File: config.mk
export PLATFORM = sky130hd
export DESIGN_NAME = ppg_window_stats_flat
export DESIGN_NICKNAME = d
export VERILOG_FILES = /design/src/rtl/ppg_pkg.sv /design/src/rtl/ppg_window_stats_if.sv /design/src/rtl/ppg_chan_acc.sv /design/src/rtl/ppg_window_stats.sv /design/src/flat_wrapper.sv
export SDC_FILE = /design/constraint.sdc
export NUM_CORES = 1
export LEC_CHECK = 0
export ABC_AREA = 1
export BUFFER_PORTS_ARGS = -buffer_cell sky130_fd_sc_hd__buf_2
export CAP_MARGIN = 20
export CORE_MARGIN = 2
export CORE_UTILIZATION = 30
export DETAILED_ROUTE_END_ITERATION = 8
export PLACE_DENSITY = 0.51
export SYNTH_ARGS = -nofsm -noshare
export SYNTH_HDL_FRONTEND = slang
export SYNTH_SLANG_ARGS = --single-unit
File: constraint.sdc
create_clock -name CLK -period 2.27 [get_ports CLK]
set_input_delay 0.454 -clock CLK [delete_from_list [all_inputs] [get_ports CLK]]
set_output_delay 0.454 -clock CLK [all_outputs]
set_load 0.005 [all_outputs]
File: src/rtl/ppg_pkg.sv
// Shared types and default sizing for the PPG window statistics block.
package ppg_pkg;

    localparam int WINDOW_LOG2_DEF = 6;
    localparam int DATA_W_DEF      = 8;

    typedef enum logic [1:0] {
        IDLE,
        ACCUM,
        LOAD
    } ppg_state_t;

    typedef struct packed {
        logic [DATA_W_DEF-1:0] red_dc;
        logic [DATA_W_DEF-1:0] red_ac;
        logic [DATA_W_DEF-1:0] ir_dc;
        logic [DATA_W_DEF-1:0] ir_ac;
    } ppg_rec_t;

endpackage

File: src/rtl/ppg_window_stats_if.sv
// Result record bus from the window statistics block to the SpO2/ratio stage.
interface ppg_window_stats_if #(
    parameter int DATA_W = 8
);
    logic              Stats_Valid;
    logic              Stats_Ready;
    logic [DATA_W-1:0] RED_DC;
    logic [DATA_W-1:0] RED_AC;
    logic [DATA_W-1:0] IR_DC;
    logic [DATA_W-1:0] IR_AC;

    modport master (output Stats_Valid, RED_DC, RED_AC, IR_DC, IR_AC, input Stats_Ready);
    modport slave  (input Stats_Valid, RED_DC, RED_AC, IR_DC, IR_AC, output Stats_Ready);
endinterface

File: src/rtl/ppg_chan_acc.sv
// One channel's window accumulator: running sum, min, max and sample count.
// Latency: a strobed sample is reflected one cycle later.
// Backpressure: none; strobes beyond a full window are dropped silently.
module ppg_chan_acc #(
    parameter int WINDOW_LOG2 = 6,
    parameter int DATA_W      = 8
) (
    input  logic              CLK,
    input  logic              rst,
    input  logic              clr,
    input  logic              stb,
    input  logic [DATA_W-1:0] sample,
    output logic              full,
    output logic [DATA_W-1:0] dc,
    output logic [DATA_W-1:0] ac
);
    localparam int SUM_W = DATA_W + WINDOW_LOG2;
    localparam logic [WINDOW_LOG2:0] CNT_FULL = (WINDOW_LOG2+1)'(1) << WINDOW_LOG2;

    logic [SUM_W-1:0]     sum;
    logic [DATA_W-1:0]    min_v;
    logic [DATA_W-1:0]    max_v;
    logic [WINDOW_LOG2:0] cnt;

    // A strobe coinciding with a clear seeds the next window instead of being lost.
    always_ff @(posedge CLK) begin
        if (rst || (clr && !stb)) begin
            sum   <= '0;
            min_v <= '1;
            max_v <= '0;
            cnt   <= '0;
        end else if (clr) begin
            sum   <= SUM_W'(sample);
            min_v <= sample;
            max_v <= sample;
            cnt   <= (WINDOW_LOG2+1)'(1);
        end else if (stb && !full) begin
            sum <= sum + SUM_W'(sample);
            if (sample < min_v) min_v <= sample;
            if (sample > max_v) max_v <= sample;
            cnt <= cnt + 1'b1;
        end
    end

    assign full = (cnt == CNT_FULL);
    assign dc   = DATA_W'(sum >> WINDOW_LOG2);
    assign ac   = max_v - min_v;

endmodule

File: src/rtl/ppg_window_stats.sv
// Per-window RED/IR mean and peak-to-peak statistics for the SpO2 ratio stage.
// Latency: record registered two cycles after both channels reach a full window.
// Backpressure: record held until accepted; a window finishing meanwhile is dropped and flags Overrun.
module ppg_window_stats
    import ppg_pkg::*;
#(
    parameter int WINDOW_LOG2 = WINDOW_LOG2_DEF,
    parameter int DATA_W      = DATA_W_DEF
) (
    input  logic                      CLK,
    input  logic                      rst,
    input  logic                      Enable,
    input  logic                      LED_RED,
    input  logic                      LED_IR,
    input  logic [DATA_W-1:0]         RED_ADC_Value,
    input  logic [DATA_W-1:0]         IR_ADC_Value,
    ppg_window_stats_if.master        stats,
    output logic                      Overrun
);
    ppg_state_t state;
    ppg_rec_t   rec_q;
    logic       led_red_q, led_ir_q;
    logic       vld_q, ovr_q;
    logic       red_stb, ir_stb, acc_clr;
    logic       red_full, ir_full;
    logic [DATA_W-1:0] red_dc, red_ac, ir_dc, ir_ac;

    // The controller latches the ADC value as it drops the LED, so the falling edge marks a valid sample.
    assign red_stb = led_red_q & ~LED_RED & (state != IDLE);
    assign ir_stb  = led_ir_q  & ~LED_IR  & (state != IDLE);
    assign acc_clr = (state != ACCUM);

    ppg_chan_acc #(.WINDOW_LOG2(WINDOW_LOG2), .DATA_W(DATA_W)) u_red (
        .CLK(CLK), .rst(rst), .clr(acc_clr), .stb(red_stb), .sample(RED_ADC_Value),
        .full(red_full), .dc(red_dc), .ac(red_ac)
    );

    ppg_chan_acc #(.WINDOW_LOG2(WINDOW_LOG2), .DATA_W(DATA_W)) u_ir (
        .CLK(CLK), .rst(rst), .clr(acc_clr), .stb(ir_stb), .sample(IR_ADC_Value),
        .full(ir_full), .dc(ir_dc), .ac(ir_ac)
    );

    always_ff @(posedge CLK) begin
        if (rst) begin
            state     <= IDLE;
            led_red_q <= 1'b0;
            led_ir_q  <= 1'b0;
            vld_q     <= 1'b0;
            ovr_q     <= 1'b0;
            rec_q     <= '0;
        end else begin
            led_red_q <= LED_RED;
            led_ir_q  <= LED_IR;
            if (vld_q && stats.Stats_Ready) vld_q <= 1'b0;
            case (state)
                IDLE: if (Enable) state <= ACCUM;
                ACCUM: begin
                    if (!Enable)                 state <= IDLE;
                    else if (red_full && ir_full) state <= LOAD;
                end
                LOAD: begin
                    if (!vld_q || stats.Stats_Ready) begin
                        rec_q <= '{red_dc: red_dc, red_ac: red_ac, ir_dc: ir_dc, ir_ac: ir_ac};
                        vld_q <= 1'b1;
                    end else begin
                        ovr_q <= 1'b1;
                    end
                    state <= Enable ? ACCUM : IDLE;
                end
                default: state <= IDLE;
            endcase
        end
    end

    assign stats.Stats_Valid = vld_q;
    assign stats.RED_DC      = rec_q.red_dc;
    assign stats.RED_AC      = rec_q.red_ac;
    assign stats.IR_DC       = rec_q.ir_dc;
    assign stats.IR_AC       = rec_q.ir_ac;
    assign Overrun           = ovr_q;

endmodule

File: src/flat_wrapper.sv
// flat-port wrapper written by rule: the top's interface ports become plain ports
module ppg_window_stats_flat import ppg_pkg::*;
#(
    parameter int WINDOW_LOG2 = WINDOW_LOG2_DEF,
    parameter int DATA_W      = DATA_W_DEF
)
  (CLK, rst, Enable, LED_RED, LED_IR, RED_ADC_Value, IR_ADC_Value, Overrun, stats_Stats_Valid, stats_RED_DC, stats_RED_AC, stats_IR_DC, stats_IR_AC, stats_Stats_Ready);
  ppg_window_stats_if #(.DATA_W(DATA_W)) stats_i ();
  input  logic CLK;
  input  logic rst;
  input  logic Enable;
  input  logic LED_RED;
  input  logic LED_IR;
  input  logic [DATA_W-1:0] RED_ADC_Value;
  input  logic [DATA_W-1:0] IR_ADC_Value;
  output logic Overrun;
  output wire logic [$bits(stats_i.Stats_Valid)-1:0] stats_Stats_Valid;
  output wire logic [$bits(stats_i.RED_DC)-1:0] stats_RED_DC;
  output wire logic [$bits(stats_i.RED_AC)-1:0] stats_RED_AC;
  output wire logic [$bits(stats_i.IR_DC)-1:0] stats_IR_DC;
  output wire logic [$bits(stats_i.IR_AC)-1:0] stats_IR_AC;
  input wire logic [$bits(stats_i.Stats_Ready)-1:0] stats_Stats_Ready;
  assign stats_Stats_Valid = stats_i.Stats_Valid;
  assign stats_RED_DC = stats_i.RED_DC;
  assign stats_RED_AC = stats_i.RED_AC;
  assign stats_IR_DC = stats_i.IR_DC;
  assign stats_IR_AC = stats_i.IR_AC;
  assign stats_i.Stats_Ready = stats_Stats_Ready;
  ppg_window_stats #(.WINDOW_LOG2(WINDOW_LOG2), .DATA_W(DATA_W)) u_core (.CLK(CLK), .rst(rst), .Enable(Enable), .LED_RED(LED_RED), .LED_IR(LED_IR), .RED_ADC_Value(RED_ADC_Value), .IR_ADC_Value(IR_ADC_Value), .stats(stats_i), .Overrun(Overrun));
endmodule
==> results_dict.tcl <==
set metrics [dict create \
    outcome "complete, no violations" \
    drc 0 \
    clockRootBuffer "clkbuf_16" \
    antenna_found_initial 0 \
    synth_nets 1100 \
    yosysSeqAreaShare_pct 32.6 \
    n_fill_cell 2464 \
    tightest_slew_ns 0.582 \
    yosysTopAreaCell "dfxtp_1" \
    vdd_drop_max_mv 0.274 \
    syn_inst 1010 \
    endpoint_kind "flip-flop" \
    start_util_pct 30.5 \
    die_h_um 155 \
    slew_headroom_pct 61.1 \
    cts.htree.levels 3 \
    final_max_slew_viol_count 0 \
    fin_cells 1353 \
    seq_power_share_pct 46.8 \
    postCtsResizedCells 0 \
    grt_pass1_wl_um 29400 \
    hold_depth 3 \
    die_w_um 155 \
    dr_total_vias 6230 \
    drive_gt1_share_pct 11.3 \
    post-route-period-util_pct 86.2 \
    internal-power_w 0.00317 \
    area_delta_synth_final_pct 13.5 \
    leakagePower_nw 3.86 \
    core_area_mm2 0.0226 \
    cts_tree "yes" \
    yosys-top-cells-area "dfxtp_1 33%, nand2_1 13%, ha_1 12%, inv_1 7.1%, nor2_1 6.7%" \
    place_ws_ns 0.166 \
    yosysWarningCount 0 \
    path_max_fanout 2 \
    ff2ff_path_depth 9 \
    netSwitchingFraction_pct 26.3 \
    r2r_start "u_core.u_red.max_v[0]$_SDFFE_PP0P_" \
    hold_slack_ns 0.349 \
    p_total_w 0.00430 \
    yosysTopAreaCellShare_pct 32.6 \
    numCtsBuffers 9 \
    power.switching_w 0.00113 \
    antennaDiodeCount 0 \
    overflow 0 \
    dpl.hpwl_um 13200 \
    layout_min_cycle_time_ns 1.96 \
    ys_ff_latch 112 \
    grt_util_all_layers_pct 15.1 \
    rsz0062_at_grt "false" \
    std_cell_rows 55 \
    setup_viol 0 \
    cts_setup_buffers 0 \
    cp.arrival_ns 2.22 \
    start_kind "flip-flop" \
    min-delay-start "LED_IR" \
    avgRoutedWirePerCell_um 13.0 \
    insertion_delay_ns 0.37 \
    critPathMaxStageDelay_ns 0.42 \
    hold_buffers 0 \
    grt_pass1_vias 5869 \
    post-place-cells 1337 \
    nNetsFinal 1153 \
    via_per_inst 4.60 \
    fin_ws_ns 0.313 \
    timing.setup.critical_path_class "reg -> reg" \
    tns_ns 0 \
    ant_nets 0 \
    whs_endpoint "u_core.led_ir_q$_SDFF_PP0_" \
    totalWireLength_um 17600 \
    crit_required_ns 2.54 \
    die_area_mm2 0.0242 \
    cts_sinks 112 \
    grt_max_degree 53 \
    synthDistinctLibCells 38 \
    fmax_ghz 0.511 \
    drtIter0Drc 335 \
    syn_avg_cell_area_um2 6.81 \
    r2r_end "u_core.stats.RED_AC[6]$_SDFFE_PP0P_" \
    r2r_setup_slack_ns 0.31 \
    path_cells "inv_1, ha_1, fa_1, o21ai_0, nand2_1, nand3_1, nand2_1, o21ai_1, inv_1" \
    clockBufferDepth 2 \
    p_comb_share_pct 11.4 \
    power.clock.fraction_pct 41.7 \
    drt-pass1-iter-count 4 \
    syn_area_mm2 0.00688 \
    p_per_area_mw_per_mm2 550 \
    portBuffers 55 \
    path_clk_slew_ns 0.08 \
    hold_viol_final 0 \
    maxCapViolations 0 \
    gp_congestion 0.814 \
    clock-skew-final_ns 0.0101 \
    pin_count 56 \
    hold_path.class "in -> reg" \
    crit_slowest_cell "fa_1" \
]
==> cell usage after synthesis <==
library cell and instances:
a21boi_0 3, nor2_4 2, buf_2 10, a22oi_1 2, o21ai_1 5, and2_1 3, a31oi_1 1, nand2_1 234
a211oi_1 1, or2_2 3, nand3_1 91, buf_6 2, a21o_1 2, o21ai_0 38, nor2_1 123, inv_4 1
xor2_1 14, ha_1 64, clkbuf_1 6, nor2_2 10, o21a_1 1, nand4_1 10, nor3_1 3, nor3_2 1
a21oi_1 89, nand3b_1 6, o21bai_1 4, dfxtp_1 112, nand2_2 7, nand2_4 1, o21ai_2 2, fa_1 4
buf_4 4, nand3_4 1, inv_2 12, nand3_2 2, xnor2_1 5, inv_1 131
==> power groups by stage <==
stage	Combinational, W	Clock [W]	Sequential, W
final	0.000491	0.00179	0.00201
after global routing	0.000574	0.00193	0.00202
after CTS	0.000498	0.00186	0.00201
after detailed placement	0.000494	0	0.00206
after global placement	0.000492	0	0.00206
after floorplan	0.000351	0	0.00205
==> cell type report <==
class / count / area, µm² / share of cell area (%)
multi-input cells: 732 / 3980 / 50.9
flip-flops and latches: 112 / 2240 / 28.7
inverters: 144 / 543 / 6.95
repair buffers: 64 / 368 / 4.71
well taps: 285 / 357 / 4.57
clock buffers: 11 / 243 / 3.11
clock inverters: 5 / 80.1 / 1.03
==> registers in the layout (all words and copies together), names as in the netlist <==
signal                    count
u_core.u_red.min_v            8
u_core.stats.RED_AC           8
u_core.u_red.sum             14
u_core.u_red.max_v            8
u_core.stats.IR_DC            8
u_core.stats.RED_DC           8
u_core.led_red_q              1
u_core.stats.Stats_Valid      1
u_core.u_ir.cnt               7
u_core.stats.IR_AC            8
u_core.led_ir_q               1
u_core.u_ir.sum              14
u_core.u_ir.max_v             8
u_core.u_red.cnt              7
u_core.u_ir.min_v             8
u_core.Overrun                1
u_core.state                  2
==> worst max-delay path by stage <==
| stage | startpoint | endpoint | slack [ns] | cells after the start |
|---|---|---|---|---|
| after floorplan | RED_ADC_Value[0] | u_core.u_red.sum[12]$_SDFFE_PP0P_ | 0.49 | 11 |
| after global placement | RED_ADC_Value[0] | u_core.u_red.sum[12]$_SDFFE_PP0P_ | 0.18 | 12 |
| after detailed placement | RED_ADC_Value[0] | u_core.u_red.sum[12]$_SDFFE_PP0P_ | 0.17 | 12 |
| after CTS | u_core.u_red.max_v[0]$_SDFFE_PP0P_ | u_core.stats.RED_AC[6]$_SDFFE_PP0P_ | 0.31 | 9 |
| after global routing | u_core.u_red.max_v[0]$_SDFFE_PP0P_ | u_core.stats.RED_AC[6]$_SDFFE_PP0P_ | 0.16 | 9 |
| final | u_core.u_red.max_v[0]$_SDFFE_PP0P_ | u_core.stats.RED_AC[6]$_SDFFE_PP0P_ | 0.31 | 9 |
==> stage by stage <==
step / util (%) / cell area [µm²]
after floorplan: - / 6880
after global placement: 33.2 / 7490
after detailed placement: 33.2 / 7490
after CTS: 34.6 / 7810
after global routing: 34.6 / 7810
final: 34.6 / 7810
==> layout by cell type (no fill, tap or decap), types with 3 or more instances in the layout <==
cell       netlist  final
nand2_1        234    234
inv_1          131    131
nor2_1         123    123
dfxtp_1        112    112
nand3_1         91     91
a21oi_1         89     89
ha_1            64     64
buf_2           10     55
o21ai_0         38     38
xor2_1          14     14
inv_2           12     12
nand4_1         10     10
nor2_2          10      9
clkbuf_16        0      9
nand2_2          7      7
buf_4            4      7
nand3b_1         6      6
xnor2_1          5      5
o21ai_1          5      5
o21bai_1         4      4
fa_1             4      4
nor3_1           3      3
or2_2            3      3
and2_1           3      3
a21boi_0         3      3
nor2_4           2      3
==> per-layer routing <==
| metal | part of all wire [%] | global-route usage (%) | vias up |
|---|---|---|---|
| met5 | 0 | 0 | - |
| met4 | 1.7 | 5.46 | 0 |
| met3 | 3.0 | 1.87 | 16 |
| met2 | 45 | 24.8 | 83 |
| met1 | 50 | 20.5 | 2777 |
| li1 | - | - | 3354 |
==> critical path: cells and delay by family (launching register included) <==
family | cells | cell delay, ns
AO/OA/AOI/OAI | 2 | 0.49
AND/OR/NAND/NOR | 3 | 0.29
flip-flops | 1 | 0.34
buffers and inverters | 2 | 0.11
adder cells (fa/ha/maj) | 2 | 0.64
==> logic make-up (layout without fill, tap and decap cells) <==
family	Yosys count	after routing	share of synthesized area, %
AOI/OAI and AO/OA	148	148	11.4
DFF	112	112	32.6
and+or+nand+nor	497	497	31.1
xor gates and xnor gates	19	19	2.42
buffers and inverters	166	224	9.71
adders and majority gates	68	68	12.8
Power figures use the tool's default switching activity.
